**config.mk**
```make
export PLATFORM = sky130hd
export DESIGN_NAME = pll_nco_clkgen
export DESIGN_NICKNAME = d
export VERILOG_FILES = /design/src/rtl/pll_nco_clkgen.sv
export SDC_FILE = /design/constraint.sdc
export NUM_CORES = 1
export LEC_CHECK = 0
export ABC_CLOCK_PERIOD_IN_PS = 4200
export CAP_MARGIN = 30
export CORE_MARGIN = 2
export CORE_UTILIZATION = 50
export DETAILED_ROUTE_END_ITERATION = 6
export MAX_ROUTING_LAYER = met4
export PLACE_DENSITY_LB_ADDON = 0.15
export SLEW_MARGIN = 10
export SYNTH_ARGS = -nofsm -noshare
export SYNTH_HDL_FRONTEND = slang
export SYNTH_SLANG_ARGS = --single-unit
```
**constraint.sdc**
```tcl
create_clock -name refclk -period 4.2 [get_ports refclk]
set_clock_uncertainty 0.05 [all_clocks]
set_input_delay 0.84 -clock refclk [delete_from_list [all_inputs] [get_ports refclk]]
set_output_delay 0.84 -clock refclk [all_outputs]
set_load 0.01 [all_outputs]
```
**src/rtl/pll_nco_clkgen.sv**
```systemverilog
// Multi-channel NCO clock generator: per-channel phase accumulators produce
// wrap strobes (ce) and MSB square outputs, with run-time config and lock tracking.
module pll_nco_clkgen #(
  parameter int unsigned NUM_CH      = 5,
  parameter int unsigned ACC_W       = 32,
  parameter int unsigned LOCK_CYCLES = 1024
) (
  input  logic              refclk,
  input  logic              rst_n,
  input  logic              cfg_valid,
  output logic              cfg_ready,
  input  logic [3:0]        cfg_ch,
  input  logic [ACC_W-1:0]  cfg_inc,
  input  logic [ACC_W-1:0]  cfg_phase,
  input  logic              sync,
  output logic [NUM_CH-1:0] ce,
  output logic [NUM_CH-1:0] clk_out,
  output logic              locked
);

  localparam int unsigned CNT_W = $clog2(LOCK_CYCLES);
  localparam logic [CNT_W-1:0] CNT_MAX = CNT_W'(LOCK_CYCLES - 1);

  typedef enum logic [1:0] {
    UNLOCKED,
    LOCKED,
    APPLY
  } state_t;

  state_t           state, state_next;
  logic [CNT_W-1:0] cnt, cnt_next;
  logic [3:0]       apply_ch;
  logic             accept;
  logic             ch_ok;
  logic             wr_en;

  logic [ACC_W-1:0] inc_q   [NUM_CH];
  logic [ACC_W-1:0] phase_q [NUM_CH];
  logic [ACC_W-1:0] acc_q   [NUM_CH];
  logic [ACC_W:0]   sum     [NUM_CH];

  assign accept = cfg_valid && cfg_ready;
  assign ch_ok  = ({1'b0, cfg_ch} < 5'(NUM_CH));
  assign locked = (state == LOCKED);

  always_comb begin
    state_next = state;
    cnt_next   = cnt;
    wr_en      = 1'b0;
    case (state)
      UNLOCKED: begin
        if (accept && ch_ok) begin
          wr_en      = 1'b1;
          state_next = APPLY;
        end else if (cnt == CNT_MAX) begin
          state_next = LOCKED;
        end else begin
          cnt_next = cnt + 1'b1;
        end
      end
      LOCKED: begin
        if (accept && ch_ok) begin
          wr_en      = 1'b1;
          state_next = APPLY;
        end
      end
      APPLY: begin
        cnt_next   = '0;
        state_next = UNLOCKED;
      end
      default: state_next = UNLOCKED;
    endcase
  end

  // cfg_ready is registered so it reads 0 while held in reset
  always_ff @(posedge refclk or negedge rst_n) begin
    if (!rst_n) begin
      state     <= UNLOCKED;
      cnt       <= '0;
      cfg_ready <= 1'b0;
      apply_ch  <= '0;
    end else begin
      state     <= state_next;
      cnt       <= cnt_next;
      cfg_ready <= (state_next != APPLY);
      if (wr_en) apply_ch <= cfg_ch;
    end
  end

  always_comb begin
    for (int unsigned i = 0; i < NUM_CH; i++) begin
      sum[i] = {1'b0, acc_q[i]} + {1'b0, inc_q[i]};
    end
  end

  // Reload takes the phase register as it stood before this edge, so a sync
  // on the write cycle uses the old phase and APPLY uses the new one.
  always_ff @(posedge refclk or negedge rst_n) begin
    if (!rst_n) begin
      for (int unsigned i = 0; i < NUM_CH; i++) begin
        inc_q[i]   <= '0;
        phase_q[i] <= '0;
        acc_q[i]   <= '0;
      end
      ce      <= '0;
      clk_out <= '0;
    end else begin
      for (int unsigned i = 0; i < NUM_CH; i++) begin
        if (wr_en && (cfg_ch == 4'(i))) begin
          inc_q[i]   <= cfg_inc;
          phase_q[i] <= cfg_phase;
        end
        if (sync || ((state == APPLY) && (apply_ch == 4'(i)))) begin
          acc_q[i]   <= phase_q[i];
          ce[i]      <= 1'b0;
          clk_out[i] <= phase_q[i][ACC_W-1];
        end else begin
          acc_q[i]   <= sum[i][ACC_W-1:0];
          ce[i]      <= sum[i][ACC_W];
          clk_out[i] <= sum[i][ACC_W-1];
        end
      end
    end
  end

endmodule
```
Word level (Yosys, flattened, before mapping)
Index checks and enable logic that the tools add are counted.
{ "totals": {"out_inout_bits": 12, "wordCells": 89, "in_bits": 72, "ff_bits": 507} }
{ "op_classes": {"n_reduce_logical": 23, "n_lt_le_gt_ge": 1, "n_addsub": 6, "mux": 24, "eq_ne": 14} }
{ "ops": {"columns": ["cell", "count"], "rows": [
  ["$add 32x32->33", 5],
  ["$mux 32", 5],
  ["$mux 10", 2],
  ["$pmux 10 s2", 1],
  ["$eq 4x2->1 const B", 4],
  ["$logic_and 1x1->1", 12],
  ["$mux 1", 12],
  ["$add 10x1->10 const B", 1],
  ["$eq 10x10->1 const B", 1],
  ["$eq 4x1->1 const B", 2],
  ["$eq 4x3->1 const B", 2],
  ["$logic_not 4->1", 2],
  ["$mux 2", 3],
  ["$ne 2x2->1 const B", 3],
  ["$logic_or 1x1->1", 5],
  ["$lt 4x3->1 const B", 1],
  ["$pmux 2 s2", 1],
  ["$reduce_and 3->1", 1],
  ["$eq 2x1->1 const B", 1],
  ["$eq 2x2->1 const B", 1],
  ["$logic_not 2->1", 1],
  ["$reduce_bool 2->1", 1],
  ["$reduce_or 2->1", 1]
]} }

Longest topological paths before layout
{ "logic_depth": {"depth_word": 5, "mapped_depth": 12, "depth_no_buf": 12} }

Least setup slack after synthesis
Ideal clock, no wire load.
{ "synth_timing": {"path_type": "flip-flop to flip-flop", "start": "register inc_q[32] (netlist name)", "end": "register acc_q[62] (netlist name)", "setup_ps": 136, "required_time_ps": 4014, "arrival_time_ps": 2747, "stages_incl_launch_ff": 13, "path_slack_ps": 1267, "path_buffers": 0, "cell_sequence": "dfrtp_1 -> ha_1 -> fa_1 -> a21oi_1 -> o21ai_1 -> a2111oi_2 -> nor2_2 -> a31o_1 -> a211oi_2 -> o21ai_1 -> o21ai_0 -> mux2i_1 -> o311ai_1"} }
{ "synth_via": {"elab_chain_len": 2} }
{ "synth_lines": {"columns": ["element", "line", "text"], "rows": [
  ["start, declared", "37", "logic [ACC_W-1:0] inc_q [NUM_CH];"],
  ["start signal, assigned by index", "110", "inc_q[i] <= cfg_inc;"],
  ["$add 32x32->33", "92", "sum[i] = {1'b0, acc_q[i]} + {1'b0, inc_q[i]};"],
  ["$mux 32", "113", "if (sync || ((state == APPLY) && (apply_ch == 4'(i)))) begin"],
  ["end signal, assigned by index", "114", "acc_q[i] <= phase_q[i];"],
  ["end signal, assigned by index", "118", "acc_q[i] <= sum[i][ACC_W-1:0];"],
  ["end, declared", "39", "logic [ACC_W-1:0] acc_q [NUM_CH];"]
]} }
Every way passes these cells.
A chain may end at the register's enable or synchronous reset.

Final worst setup path
Ends and elaborated chain as after synthesis.

==> results.py <==
metrics = {
    "status": {
        "status": "completed",
    },
    "setup_path": {
        "crit_fanout": 4,
        "slowest_stage": "fa_1",
        "r2r_setup_slack_ns": 0.73,
        "path_cells": "ha_1 > fa_1 > a21oi_1 > o21ai_1 > a2111oi_2 > nor2_2 > a31o_1 > a211oi_2 > o21ai_1 > o21ai_0 > mux2i_1 > o311ai_1",
        "cp.arrival_ns": 3.89,
        "critPathRequiredTime_ns": 4.62,
        "critPathKind": "register to register",
        "cp-start-kind": "register",
        "slowest_delay_ns": 0.41,
        "endpoint_kind": "register",
        "crit_top_cell": "o21ai_1",
    },
    "clock_network": {
        "clk_latency_ns": 0.61,
        "cts_buffers": 55,
        "cts-resized-gates": 0,
        "cts_tree": "built",
        "htreeDepth": 2,
        "postCtsSetupBuffers": 0,
        "cts.reportedPaths.clkPinSlew_ns": 0.06,
        "hold_buffers": 0,
        "clockBufferDepth": 3,
        "cts_root_buffer": "clkbuf_16",
        "cts_sinks": 502,
    },
    "flow_run": {
        "maxCapViolCount": 0,
    },
    "synth": {
        "async_flop_share": 1.00,
        "ys_seq_area_frac": 0.481,
        "yosysUniqueCellTypes": 69,
        "syn_nets": 2571,
        "netlist_instances": 2333,
        "syn_area_mm2": 0.0261,
        "yosysWarningCount": 0,
        "ys.flop_type": "dfrtp_1",
        "synth_edf_count": 0,
        "ys_ff_latch": 502,
        "syn_area_per_cell_um2": 11.2,
    },
    "floorplan": {
        "initial_core_util": 0.507,
        "die_area_mm2": 0.0541,
        "rows": 83,
        "core_area_mm2": 0.0515,
        "die_x_um": 233,
        "die_y_um": 233,
        "ios": 84,
    },
    "global_routing": {
        "gr-usage-all-layers": 0.234,
        "gr-total-overflow": 0,
        "antenna_found_initial": 0,
        "grt_max_degree": 109,
        "grt_pass1_vias": 18000,
        "grt_pass1_wl_um": 97100,
    },
    "route": {
        "highest-signal-layer": "met4",
        "vias": 18000,
        "wirelength_um": 59900,
        "ant_nets": 0,
        "drtIter0Drc": 1041,
        "wl_per_cell_um": 19.2,
        "drt-met1-wl_um": 26100,
        "dr_wl_met2_um": 29800,
        "met3WireLength_um": 2220,
        "drcViolationCount": 0,
        "vias_per_cell": 5.77,
        "dr.pass1.iters": 5,
    },
    "pwr": {
        "leakagePower_nw": 13.8,
        "max-vdd-ir-drop_uv": 408,
        "power.density_mw_per_mm2": 676,
        "power.total_mw": 20.0,
    },
    "timing": {
        "rsz0062_at_grt": "no",
        "worstMarginPinSlew_ns": 0.909,
        "hold_viol": 0,
        "setup_tns_ns": 0,
        "setup_viol": 0,
        "fmax_mhz": 288,
        "fin_crit_ns": 3.47,
        "fin_ws_ns": 0.732,
        "final_max_slew_viol_count": 0,
        "period_share": 0.826,
        "slew_headroom": 0.394,
    },
    "min_path": {
        "hold_path_class": "primary input to asynchronous set/reset pin",
    },
    "place": {
        "pre_cts_ws_ns": 0.778,
        "place_hpwl_um": 43500,
        "port_buffers": 83,
        "gp_congestion": 0.916,
    },
    "final_layout": {
        "syn2layout_area_growth_pct": 13.2,
        "layout-drive-gt1-share": 0.199,
        "n_antenna_cell": 0,
        "fin_nets": 2634,
    },
}
==> layout by cell type (no fill, tap or decap), drive strengths merged, types with 25 or more instances in the layout <==
master         netlist  routed
dfrtp              502     502
mux2               337     337
o21ai              225     225
nand2              222     222
ha                 161     161
a21oi              127     127
a21o                95      95
clkbuf              73      83
clkdlybuf4s50        0      82
nor2                82      82
xnor2               78      78
xor2                76      76
nand3               37      37
buf                 29      26
inv                 25      25
==> sequential cells by signal, indices dropped and copies added (netlist names) <==
signal     flops
phase_q      160
acc_q        156
clk_out        4
cnt           10
cfg_ready      1
ce             5
apply_ch       4
state          2
inc_q        160
==> final timing paths <==
| path | from | endpoint | depth (start not counted) |
|---|---|---|---|
| min reg2reg | phase_q[51] | acc_q[51] | 2 |
| max reg2reg | inc_q[32] | acc_q[62] | 12 |
| min in group refclk | phase_q[51] | acc_q[51] | 2 |
| min | rst_n | acc_q[66] | 1 |
| max in group asynchronous | rst_n | inc_q[60] | 2 |
| max | inc_q[32] | acc_q[62] | 12 |
==> where the power goes <==
| group | switching, mW | leakage, nW | internal, mW | total (mW) |
|---|---|---|---|---|
| combinational | 4.56 | 6.60 | 3.73 | 8.29 |
| sequential | 0.644 | 6.34 | 6.27 | 6.91 |
| clock | 1.92 | 0.885 | 2.87 | 4.80 |
==> cell usage after synthesis (22+ instances only) <==
library cell / n / share of area
a21oi_1: 122 / 0.023
nand2_1: 222 / 0.032
ha_1: 161 / 0.077
o21ai_1: 27 / 0.0052
dfrtp_1: 502 / 0.48
o21ai_0: 198 / 0.038
nand3_1: 37 / 0.0071
a211oi_1: 22 / 0.0063
xor2_1: 76 / 0.025
mux2_2: 337 / 0.15
nor2_1: 81 / 0.012
clkbuf_1: 73 / 0.010
a21o_1: 95 / 0.027
inv_1: 25 / 0.0036
xnor2_1: 78 / 0.026
==> cells by family (layout without fill, tap and decap cells) <==
logic type,count (synthesis),in the layout,share of synthesized area
multiplexers,340,340,0.146
buffers and inverters,127,229,0.0199
AND/OR/NAND/NOR,444,444,0.0761
AO/OA/AOI/OAI,600,600,0.144
XOR/XNOR,154,154,0.0516
flip-flops,502,502,0.481
adder cells (fa/ha/maj),166,166,0.0809
==> layer usage <==
metal,vias up,GRT usage
met4,0,0.0742
li1,8544,-
met1,8952,0.293
met5,-,-
met3,115,0.0263
met2,363,0.398
==> area by class of cell <==
type                       count  area, um2
clock buffer                  83       1650
tap                          680        851
inverter                      25       93.8
multi-input combinational   1704      13100
timing repair buffer         108       1160
clock inverter                13        145
sequential                   502      12600
fill                        4430      21900
==> critical path, delay by kind of cell, from the launching register on <==
kind                       cells  cell delay (ns)
AOI/OAI and AO/OA              8             1.89
adders and majority gates      2             0.65
DFF                            1             0.38
muxes                          1             0.22
and+or+nand+nor                1             0.13
==> per-stage QoR <==
step	hold slack, ns	area (um2)	std cells	utilization
finish	0.0975	29600	3115	0.574
global route	0.110	29600	3115	0.574
CTS	0.0914	29600	3114	0.574
detailed placement	0.412	27800	3018	0.539
global placement	0.406	27800	3018	0.539
floorplan	0.394	26100	2333	-
No activity file was read; power rests on OpenSTA's default activity.
